`config.mk`:
```
export PLATFORM = sky130hd
export DESIGN_NAME = csi2_tx_packetizer
export DESIGN_NICKNAME = d
export VERILOG_FILES = /design/src/rtl/csi2_tx_packetizer.sv
export SDC_FILE = /design/constraint.sdc
export NUM_CORES = 1
export LEC_CHECK = 0
export CORE_MARGIN = 2
export CORE_UTILIZATION = 50
export CTS_CLUSTER_DIAMETER = 30
export DETAILED_ROUTE_END_ITERATION = 6
export PLACE_DENSITY = 0.71
export SYNTH_ARGS = -nofsm -noshare
export SYNTH_HDL_FRONTEND = slang
export SYNTH_SLANG_ARGS = --single-unit
```
`constraint.sdc`:
```
create_clock -name mipi_clk -period 4.3 [get_ports mipi_clk]
set_input_delay 1.075 -clock mipi_clk [delete_from_list [all_inputs] [get_ports mipi_clk]]
set_output_delay 1.075 -clock mipi_clk [all_outputs]
set_load 0.05 [all_outputs]
```
`src/rtl/csi2_tx_packetizer.sv`:
```
// Two-lane CSI-2 transmit packetizer: LP entry, HS-zero, sync, ECC header,
// CRC-protected payload and HS trail. Each lane emits 2 bits per mipi_clk cycle.
module csi2_tx_packetizer #(
  parameter int unsigned TLPX_CYC    = 2,
  parameter int unsigned HS_ZERO_CYC = 8,
  parameter int unsigned TRAIL_CYC   = 4
) (
  input  logic        mipi_clk,
  input  logic        reset,
  input  logic        start,
  input  logic [1:0]  vc,
  input  logic [5:0]  data_type,
  input  logic [15:0] word_count,
  input  logic [15:0] pix_data,
  input  logic        pix_valid,
  output logic        pix_ready,
  output logic [1:0]  lane0_q,
  output logic [1:0]  lane1_q,
  output logic        hs_oe,
  output logic        lp_p,
  output logic        lp_n,
  output logic        busy,
  output logic        done,
  output logic        err_odd_wc,
  output logic        underrun
);

  typedef enum logic [3:0] {
    IDLE, LP01, LP00, HS_ZERO, SYNC, HEADER, PAYLOAD, CRC, TRAIL
  } state_t;

  state_t      state, state_nxt;
  logic [16:0] cnt, cnt_nxt;
  logic [1:0]  vc_r;
  logic [5:0]  dt_r;
  logic [15:0] wc_r;
  logic [15:0] pix_r;
  logic [15:0] crc;
  logic        last0, last1;
  logic        accept, is_long, data_phase;
  logic [31:0] hdr;
  logic [15:0] pair_in;
  logic [7:0]  byte0, byte1;

  // CSI-2 6-bit Hamming over the 24 header bits; identical to the receiver check.
  function automatic logic [5:0] calc_ecc(input logic [23:0] d);
    logic [5:0] p;
    p[0] = d[0]^d[1]^d[2]^d[4]^d[5]^d[7]^d[10]^d[11]^d[13]^d[16]^d[20]^d[21]^d[22]^d[23];
    p[1] = d[0]^d[1]^d[3]^d[4]^d[6]^d[8]^d[10]^d[12]^d[14]^d[17]^d[20]^d[21]^d[22]^d[23];
    p[2] = d[0]^d[2]^d[3]^d[5]^d[6]^d[9]^d[11]^d[12]^d[15]^d[18]^d[20]^d[21]^d[22];
    p[3] = d[1]^d[2]^d[3]^d[7]^d[8]^d[9]^d[13]^d[14]^d[15]^d[19]^d[20]^d[21]^d[23];
    p[4] = d[4]^d[5]^d[6]^d[7]^d[8]^d[9]^d[16]^d[17]^d[18]^d[19]^d[20]^d[22]^d[23];
    p[5] = d[10]^d[11]^d[12]^d[13]^d[14]^d[15]^d[16]^d[17]^d[18]^d[19]^d[21]^d[22]^d[23];
    return p;
  endfunction

  // Reflected CRC-16 (0x8408) over one byte pair: lane0 byte first, LSB first.
  function automatic logic [15:0] crc_step(input logic [15:0] c, input logic [15:0] pr);
    logic [15:0] r;
    r = c;
    for (int unsigned i = 0; i < 16; i++)
      r = (r >> 1) ^ (((r[0] ^ pr[i]) == 1'b1) ? 16'h8408 : 16'h0000);
    return r;
  endfunction

  assign is_long    = (dt_r >= 6'h10);
  assign hdr        = {2'b00, calc_ecc({wc_r, vc_r, dt_r}), wc_r, vc_r, dt_r};
  assign err_odd_wc = (state == IDLE) && start && (data_type >= 6'h10) && word_count[0];
  assign accept     = (state == IDLE) && start && !err_odd_wc;
  assign pair_in    = pix_valid ? pix_data : '0;
  assign underrun   = pix_ready && !pix_valid;
  assign busy       = (state != IDLE);

  // State and cycle-counter register; reset aborts immediately without a trail.
  always_ff @(posedge mipi_clk) begin
    if (reset) begin
      state <= IDLE;
      cnt   <= '0;
    end else begin
      state <= state_nxt;
      cnt   <= cnt_nxt;
    end
  end

  // Next-state sequencing plus the pix_ready and done strobes.
  always_comb begin
    state_nxt = state;
    cnt_nxt   = cnt + 17'd1;
    pix_ready = 1'b0;
    done      = 1'b0;
    unique case (state)
      IDLE: begin
        cnt_nxt = '0;
        if (accept) state_nxt = LP01;
      end
      LP01: if (cnt == 17'(TLPX_CYC - 1)) begin state_nxt = LP00; cnt_nxt = '0; end
      LP00: if (cnt == 17'(TLPX_CYC - 1)) begin state_nxt = HS_ZERO; cnt_nxt = '0; end
      HS_ZERO: if (cnt == 17'(HS_ZERO_CYC - 1)) begin state_nxt = SYNC; cnt_nxt = '0; end
      SYNC: if (cnt == 17'd3) begin state_nxt = HEADER; cnt_nxt = '0; end
      HEADER: begin
        pix_ready = is_long && (wc_r != 16'd0) && (cnt == 17'd7);
        if (cnt == 17'd7) begin
          cnt_nxt = '0;
          if (!is_long)           state_nxt = TRAIL;
          else if (wc_r == 16'd0) state_nxt = CRC;
          else                    state_nxt = PAYLOAD;
        end
      end
      PAYLOAD: begin
        // cnt runs over 2*wc cycles: wc/2 slots of 4 cycles each
        if (cnt == {wc_r, 1'b0} - 17'd1) begin
          state_nxt = CRC;
          cnt_nxt   = '0;
        end else begin
          pix_ready = (cnt[1:0] == 2'd3);
        end
      end
      CRC: if (cnt == 17'd3) begin state_nxt = TRAIL; cnt_nxt = '0; end
      TRAIL: begin
        if (cnt == 17'(TRAIL_CYC - 1)) begin
          state_nxt = IDLE;
          cnt_nxt   = '0;
          done      = 1'b1;
        end
      end
      default: state_nxt = IDLE;
    endcase
  end

  // Latched packet fields, payload pair, running CRC and last-bit memory for the trail.
  always_ff @(posedge mipi_clk) begin
    if (reset) begin
      vc_r  <= '0;
      dt_r  <= '0;
      wc_r  <= '0;
      pix_r <= '0;
      crc   <= '1;
      last0 <= 1'b0;
      last1 <= 1'b0;
    end else begin
      if (accept) begin
        vc_r <= vc;
        dt_r <= data_type;
        wc_r <= word_count;
        crc  <= '1;
      end
      if (pix_ready) begin
        pix_r <= pair_in;
        crc   <= crc_step(crc, pair_in);
      end
      if (data_phase) begin
        last0 <= lane0_q[1];
        last1 <= lane1_q[1];
      end
    end
  end

  // Lane serialiser: byte selection per state, two bits per cycle LSB first.
  always_comb begin
    byte0      = '0;
    byte1      = '0;
    data_phase = 1'b0;
    lane0_q    = 2'b00;
    lane1_q    = 2'b00;
    unique case (state)
      SYNC:    begin byte0 = 8'hB8; byte1 = 8'hB8; data_phase = 1'b1; end
      HEADER: begin
        data_phase = 1'b1;
        byte0 = cnt[2] ? hdr[23:16] : hdr[7:0];
        byte1 = cnt[2] ? hdr[31:24] : hdr[15:8];
      end
      PAYLOAD: begin byte0 = pix_r[7:0]; byte1 = pix_r[15:8]; data_phase = 1'b1; end
      CRC:     begin byte0 = crc[7:0];   byte1 = crc[15:8];   data_phase = 1'b1; end
      default: ;
    endcase
    if (data_phase) begin
      lane0_q = byte0[{cnt[1:0], 1'b0} +: 2];
      lane1_q = byte1[{cnt[1:0], 1'b0} +: 2];
    end else if (state == TRAIL) begin
      lane0_q = {2{~last0}};
      lane1_q = {2{~last1}};
    end
  end

  // LP line levels and HS driver enable per state.
  always_comb begin
    lp_p  = 1'b0;
    lp_n  = 1'b0;
    hs_oe = 1'b0;
    unique case (state)
      IDLE:    begin lp_p = 1'b1; lp_n = 1'b1; end
      LP01:    lp_n = 1'b1;
      LP00:    ;
      default: hs_oe = 1'b1;
    endcase
  end

endmodule
```
==> reports/results.md, run 1 <==
- power per cell area: 474 mW/mm^2
- synthesized area per cell: 7.56 sq um
- final cell count without fillers: 908
- post-route minimum period: 4.12 ns
- top-area cell type share of the netlist area: 28.2%
- fin nets: 812
- row count: 38
- Worst Path Required: 3.22 ns
- area of the placeable core: 0.0109 sq mm
- DIE AREA: 0.0121 sq mm
- Netlist cell types: 66
- area added between synthesis and finish: 15.5%
- count of buffers added by post-CTS timing repair for setup: 0
- main combinational cell family by area after synthesis: simple AND/OR/NAND/NOR gates
- number of buffers inserted by port buffering: 55
- type of the setup path with the least slack: reg2out
- root buffer cell: clkbuf_8
- top fanout value on the critical path: 9
- remaining antenna violation count: 0
- share of synthesized cell area in and, or, nand and nor gates: 21.9%
- Worst Setup Start Kind: register
- starting density of the core: 51.6%
- total inserted antenna cells: 0
- GPL Wtd Cong: 0.914
- antenna violations before repair: 0
- adder and majority cell fraction of the synthesized area: 1.11%
- unrepaired setup endpoints after global routing: false
- yosys synthesis warning count: 0
- number of register bits inferred by synthesis: 79
- Sum Neg Setup Slack: 0 ns
- clock tree from TritonCTS: built
- average routed wire per standard cell: 17.6 um
- class of the most critical hold timing path: reg2reg
- top flip-flop cell by instance count after synthesis: dfxtp_1
- DP Cell Count: 892
- dominant cell type by area after synthesis: dfxtp_1
- crit path DAT: 3.05 ns
- Iter 0 DRT Violations: 461
- final count of hold timing violations: 0
- die outline height: 110 um
- status: finished, final reports clean
- leak pwr: 2.22 nW
- DRC errors left: 0
- fraction of final layout cells with drive strength greater than 1: 7.55%
- overall routing resource usage: 27.8%
- TritonRoute pass-1 iters: 5
- number of enable-type register cells in the synthesized netlist: 0
- nature of the critical path endpoint: primary output
- parity-gate share of the synthesized area counting xor and xnor cells: 21.7%
- leading cell type in the layout, fill and taps excluded: nand2_1
- total overflow reported by the global router: 0
- main area contributors after synthesis: dfxtp_1 28%, xnor2_1 14%, nand2_1 7.6%
- number of buffers inserted during clock tree synthesis: 9
- Slew @ Worst Pin: 0.698 ns
- Syn Inst Count: 743
- number of H-tree levels: 3
- netlist area before placement: 0.00562 sq mm
- max-slew headroom at the worst pin: 53.5%
- first-pass GRT wire length: 25.6 mm
- CTS sink count: 79
- # Max-Cap Violations: 0
- clock buffer depth: 2
- Period Utilization, post-route: 95.8%
- multiplexer share of the synthesized area: 4.14%
- detailed-route via count: 5283
- total length of routed wires: 16.0 mm
- sequential share of the synthesized area: 28.2%
- max-slew violation count: 0
- Final HPWL DP: 11.9 mm
- final setup violating endpoints: 0
- Top Ports: 56
- worst clock skew: 0.0128 ns
- maximum number of pins on one net before global-route repair: 43
- vias in the first global route: 5068
- share of the synthesized area in compound gates (AO/OA/AOI/OAI): 17.1%
- number of nets produced by synthesis: 792
- Layout fillers: 992
- total power of the final layout: 3.07 mW
- Die X: 110 um
- VDD IR-drop max: 290 uV
- Peak Freq: 0.243 GHz
- Layout Utilization: 59.6%
- insertion delay of the later-clocked pin in the worst-skew pair: 0.38 ns
- vias per cell: 5.82
- clock slew seen by the registers of the worst setup and hold paths: 0.08 ns
- highest-count cells in the layout ignoring fill and taps: 114 x nand2_1, 93 x xnor2_1, 76 x dfxtp_1, 58 x nor2_1, 54 x a21oi_1
- proportion of synthesized flip-flops having asynchronous set or reset: 0%
path summary, 6_finish.rpt:
kind              cells past startpoint       end  slack [ns]     start
setup / recovery                      8  underrun        0.18   wc_r[5]
hold / removal                        2  pix_r[1]        0.46  pix_r[1]
setup reg to reg                      8    cnt[9]        1.10   wc_r[5]
hold reg to reg                       2  pix_r[1]        0.46  pix_r[1]
Yosys cell counts, drive strengths merged, types with 5 or more instances:
cell and number:
nand2 115, xnor2 93, dfxtp 79, nor2 58, a21oi 54, clkbuf 52, o21ai 41, xor2 41
nor3 26, mux2i 21, nand3 21, o211ai 15, inv 14, buf 13, a31oi 9, and3 9
nor4 8, ha 5, or3 5
layer usage:
metal,track usage [%],wire length [um]
met5,0,0
met4,10.8,469
met3,6.06,801
met2,47.2,7730
met1,34.1,7010
flip-flops by register name, summed over array words and instances (netlist names):
name and flops:
cnt 17, crc 16, pix_r 16, wc_r 16, dt_r 6, state 4, vc_r 2, last0 1
last1 1
repair_timing:
item,CTS,global route
gates resized for setup,1,5
setup endpoints to repair,1,2
hold endpoints to repair,0,0
hold buffers,0,0
where the power goes:
part / leakage, nW / total, mW / internal, mW / switching, mW
logic: 1.46 / 1.55 / 0.630 / 0.920
clock network: 0.114 / 0.641 / 0.358 / 0.282
registers: 0.641 / 0.881 / 0.780 / 0.101
area by class of cell:
cell class	instances	area (sq um)	share of cell area, %
multi-input cells	584	3720	57.4
flip-flops and latches	79	1590	24.4
repair buffers	74	723	11.1
well taps	140	175	2.70
clock buffers	13	159	2.45
clock inverters	3	65.1	1.00
inverters	15	56.3	0.868
cells by family after synthesis:
family | after synthesis
xor+xnor | 136
buf+inv | 80
simple gates | 266
flops | 79
mux | 22
fa+ha+maj | 5
compound gates | 155
per-stage QoR:
stage	hold slack (ns)	setup slack [ns]	cell area, sq um
2_1_floorplan	0.425	0.319	5620
3_3_place_gp	0.437	0.567	6250
3_5_place_dp	0.443	0.432	6250
4_1_cts	0.457	0.0859	6470
5_1_grt	0.480	0.0102	6490
6_report	0.457	0.180	6490
worst max-delay path, cell delays in order, from the launching register on:
cell	delay (ns)
dfxtp_1	0.47
nor4_4	0.49
nand3_1	0.17
xnor2_1	0.23
a21oi_1	0.12
or4_4	0.59
o211ai_4	0.28
a21oi_1	0.10
buf_4	0.20
(Power assumes the default switching activity.)
==> run 2, diff against run 1 <==
PLACE_DENSITY = 0.72   (was 0.71)
RECOVER_POWER = 50   (was unset)
==> run 2 against run 1 <==
Effect of this change:
- clock power is essentially flat
- setup slack gained 0.018 ns
- sequential share of layout area rose by 0.23 points
- the run now ends with max-capacitance violations, max-slew violations left
- final area fell by 0.79%
- largest power group unchanged
==> reports/results.md, run 2 (same netlist as run 1, synthesis figures left out) <==
- total length of routed wires: 15.8 mm, -1.3%
- total overflow reported by the global router: 0, unchanged
- final count of hold timing violations: 0, unchanged
- DP Cell Count: 887, -0.56%
- final cell count without fillers: 903, -0.55%
- number of H-tree levels: 3, unchanged
- post-cts sizing count: 0, -1
- Layout fillers: 998, +0.60%
- insertion delay of the later-clocked pin in the worst-skew pair: 0.36 ns, -0.02 ns
- fraction of final layout cells with drive strength greater than 1: 7.08%, -0.47 points
- status: finished, violations left
- CTS sink count: 79, unchanged
- power per cell area: 473 mW/mm^2, -0.19%
- top fanout value on the critical path: 17, +8
- number of buffers inserted by port buffering: 55, unchanged
- area of combinational cells with multiple inputs: 0.00372 sq mm, -0.17%
- Worst Path Required: 3.22 ns, about the same
- setup slack after layout: 0.198 ns, +0.0178 ns
- clock buffer depth: 2, unchanged
- vias in the first global route: 5170, +2.0%
- fin nets: 807, -0.62%
- Worst Setup Start Kind: register
- cell area reported after detailed placement: 0.00620 sq mm, -0.80%
- DRC errors left: 0, unchanged
- Iter 0 DRT Violations: 388, -16%
- max-slew headroom at the worst pin: -21.2%, -75 points
- first-pass GRT wire length: 25.7 mm, +0.49%
- count of hold buffers inserted by post-cts repair: 0, unchanged
- clock tree from TritonCTS: built
- TritonRoute pass-1 iters: 5, unchanged
- remaining antenna violation count: 0, unchanged
- area added between synthesis and finish: 14.6%
- clock slew seen by the registers of the worst setup and hold paths: 0.09 ns, about the same
- Die X: 110 um, unchanged
- storage element area: 0.00159 sq mm, +0.16%
- starting density of the core: 51.6%, unchanged
- row count: 38, unchanged
- highest-count cells in the layout ignoring fill and taps: 114 x nand2_1, 93 x xnor2_1, 74 x dfxtp_1, 58 x nor2_1, 54 x a21oi_1
- maximum single-stage delay on the critical path: 0.80 ns, +0.21 ns
- type of the setup path with the least slack: reg2out
- average routed wire per standard cell: 17.5 um, -0.78%
- unrepaired setup endpoints after global routing: false
- Final HPWL DP: 11.8 mm, -1.3%
- die outline height: 110 um, unchanged
- Top Ports: 56, unchanged
- number of buffers inserted during clock tree synthesis: 9, unchanged
- vias per cell: 5.88, +1.1%
- # Max-Cap Violations: 1, +1
- class of the most critical hold timing path: reg2reg
- GPL Wtd Cong: 0.966, +5.7%
- DIE AREA: 0.0121 sq mm, unchanged
- post-route minimum period: 4.10 ns, -0.0178 ns
- crit path DAT: 3.03 ns, -0.02 ns
- Peak Freq: 0.244 GHz, +0.43%
- leak pwr: 2.17 nW, -2.0%
- count of buffers added by post-CTS timing repair for setup: 0, unchanged
- VDD IR-drop max: 234 uV, -19%
- Period Utilization, post-route: 95.4%, -0.41 points
- final setup violating endpoints: 0, unchanged
- worst hold-check slack: 0.464 ns, +0.00693 ns
- number of flip-flops under the largest register name: 17, unchanged
- worst slack at placement: 0.466 ns, +0.0341 ns
- series of cell instances along the critical path: buf_4, mux2i_1, o21ai_0, a22oi_1, mux4_2, o22ai_1, buf_12
- root buffer cell: clkbuf_8
- antenna violations before repair: 0, unchanged
- max-slew violation count: 46, +46
- area of the placeable core: 0.0109 sq mm, unchanged
- total inserted antenna cells: 0, unchanged
- violated checks: max-capacitance violations, max-slew violations
- nature of the critical path endpoint: primary output
- Slew @ Worst Pin: 1.82 ns, +1.12 ns
- Sum Neg Setup Slack: 0 ns, unchanged
- overall routing resource usage: 27.6%, -0.17 points
- worst clock skew: 0.00970 ns, -0.00313 ns
- library cell contributing the largest single delay on the critical path: dfxtp_1
- final non-filler cell area: 0.00644 sq mm, -0.79%
- detailed-route via count: 5313, +0.57%
- leading cell type in the layout, fill and taps excluded: nand2_1
- maximum number of pins on one net before global-route repair: 46, +7.0%
- total power of the final layout: 3.04 mW, -0.98%
- Layout Utilization: 59.1%, -0.47 points
- Top reg by flops: cnt
run 2: worst paths after layout:
kind         startpoint    endpoint  slack (ns)  cells past startpoint
max              cnt[2]  lane0_q[0]        0.20                      7
min            pix_r[2]    pix_r[2]        0.46                      2
max reg2reg     wc_r[0]      cnt[9]        1.15                     10
min reg2reg    pix_r[2]    pix_r[2]        0.46                      2
run 2: critical path: cells and delay by family (launching register included):
kind	cells	cell delay, ns
mux	2	0.59
flops	1	0.80
compound gates	3	0.79
buf+inv	2	0.47
run 2: final cells by class:
cell class,instances,area share (%)
clock buffers,11,2.35
clock inverters,5,1.24
inverters,15,0.875
multi-input cells,584,57.8
flip-flops and latches,79,24.7
well taps,140,2.72
repair buffers,69,10.4
run 2: power breakdown:
group	internal, mW	leakage (nW)	switching, mW
combinational	0.615	1.42	0.880
clock	0.357	0.112	0.283
sequential	0.781	0.642	0.125
run 2: layer usage:
layer | wire length [um] | global-route usage [%] | vias up
met1 | 6730 | 33.3 | 2534
met3 | 823 | 4.88 | 42
li1 | - | - | 2566
met2 | 7670 | 47.5 | 171
met4 | 578 | 12.9 | 0
met5 | 0 | 0 | -
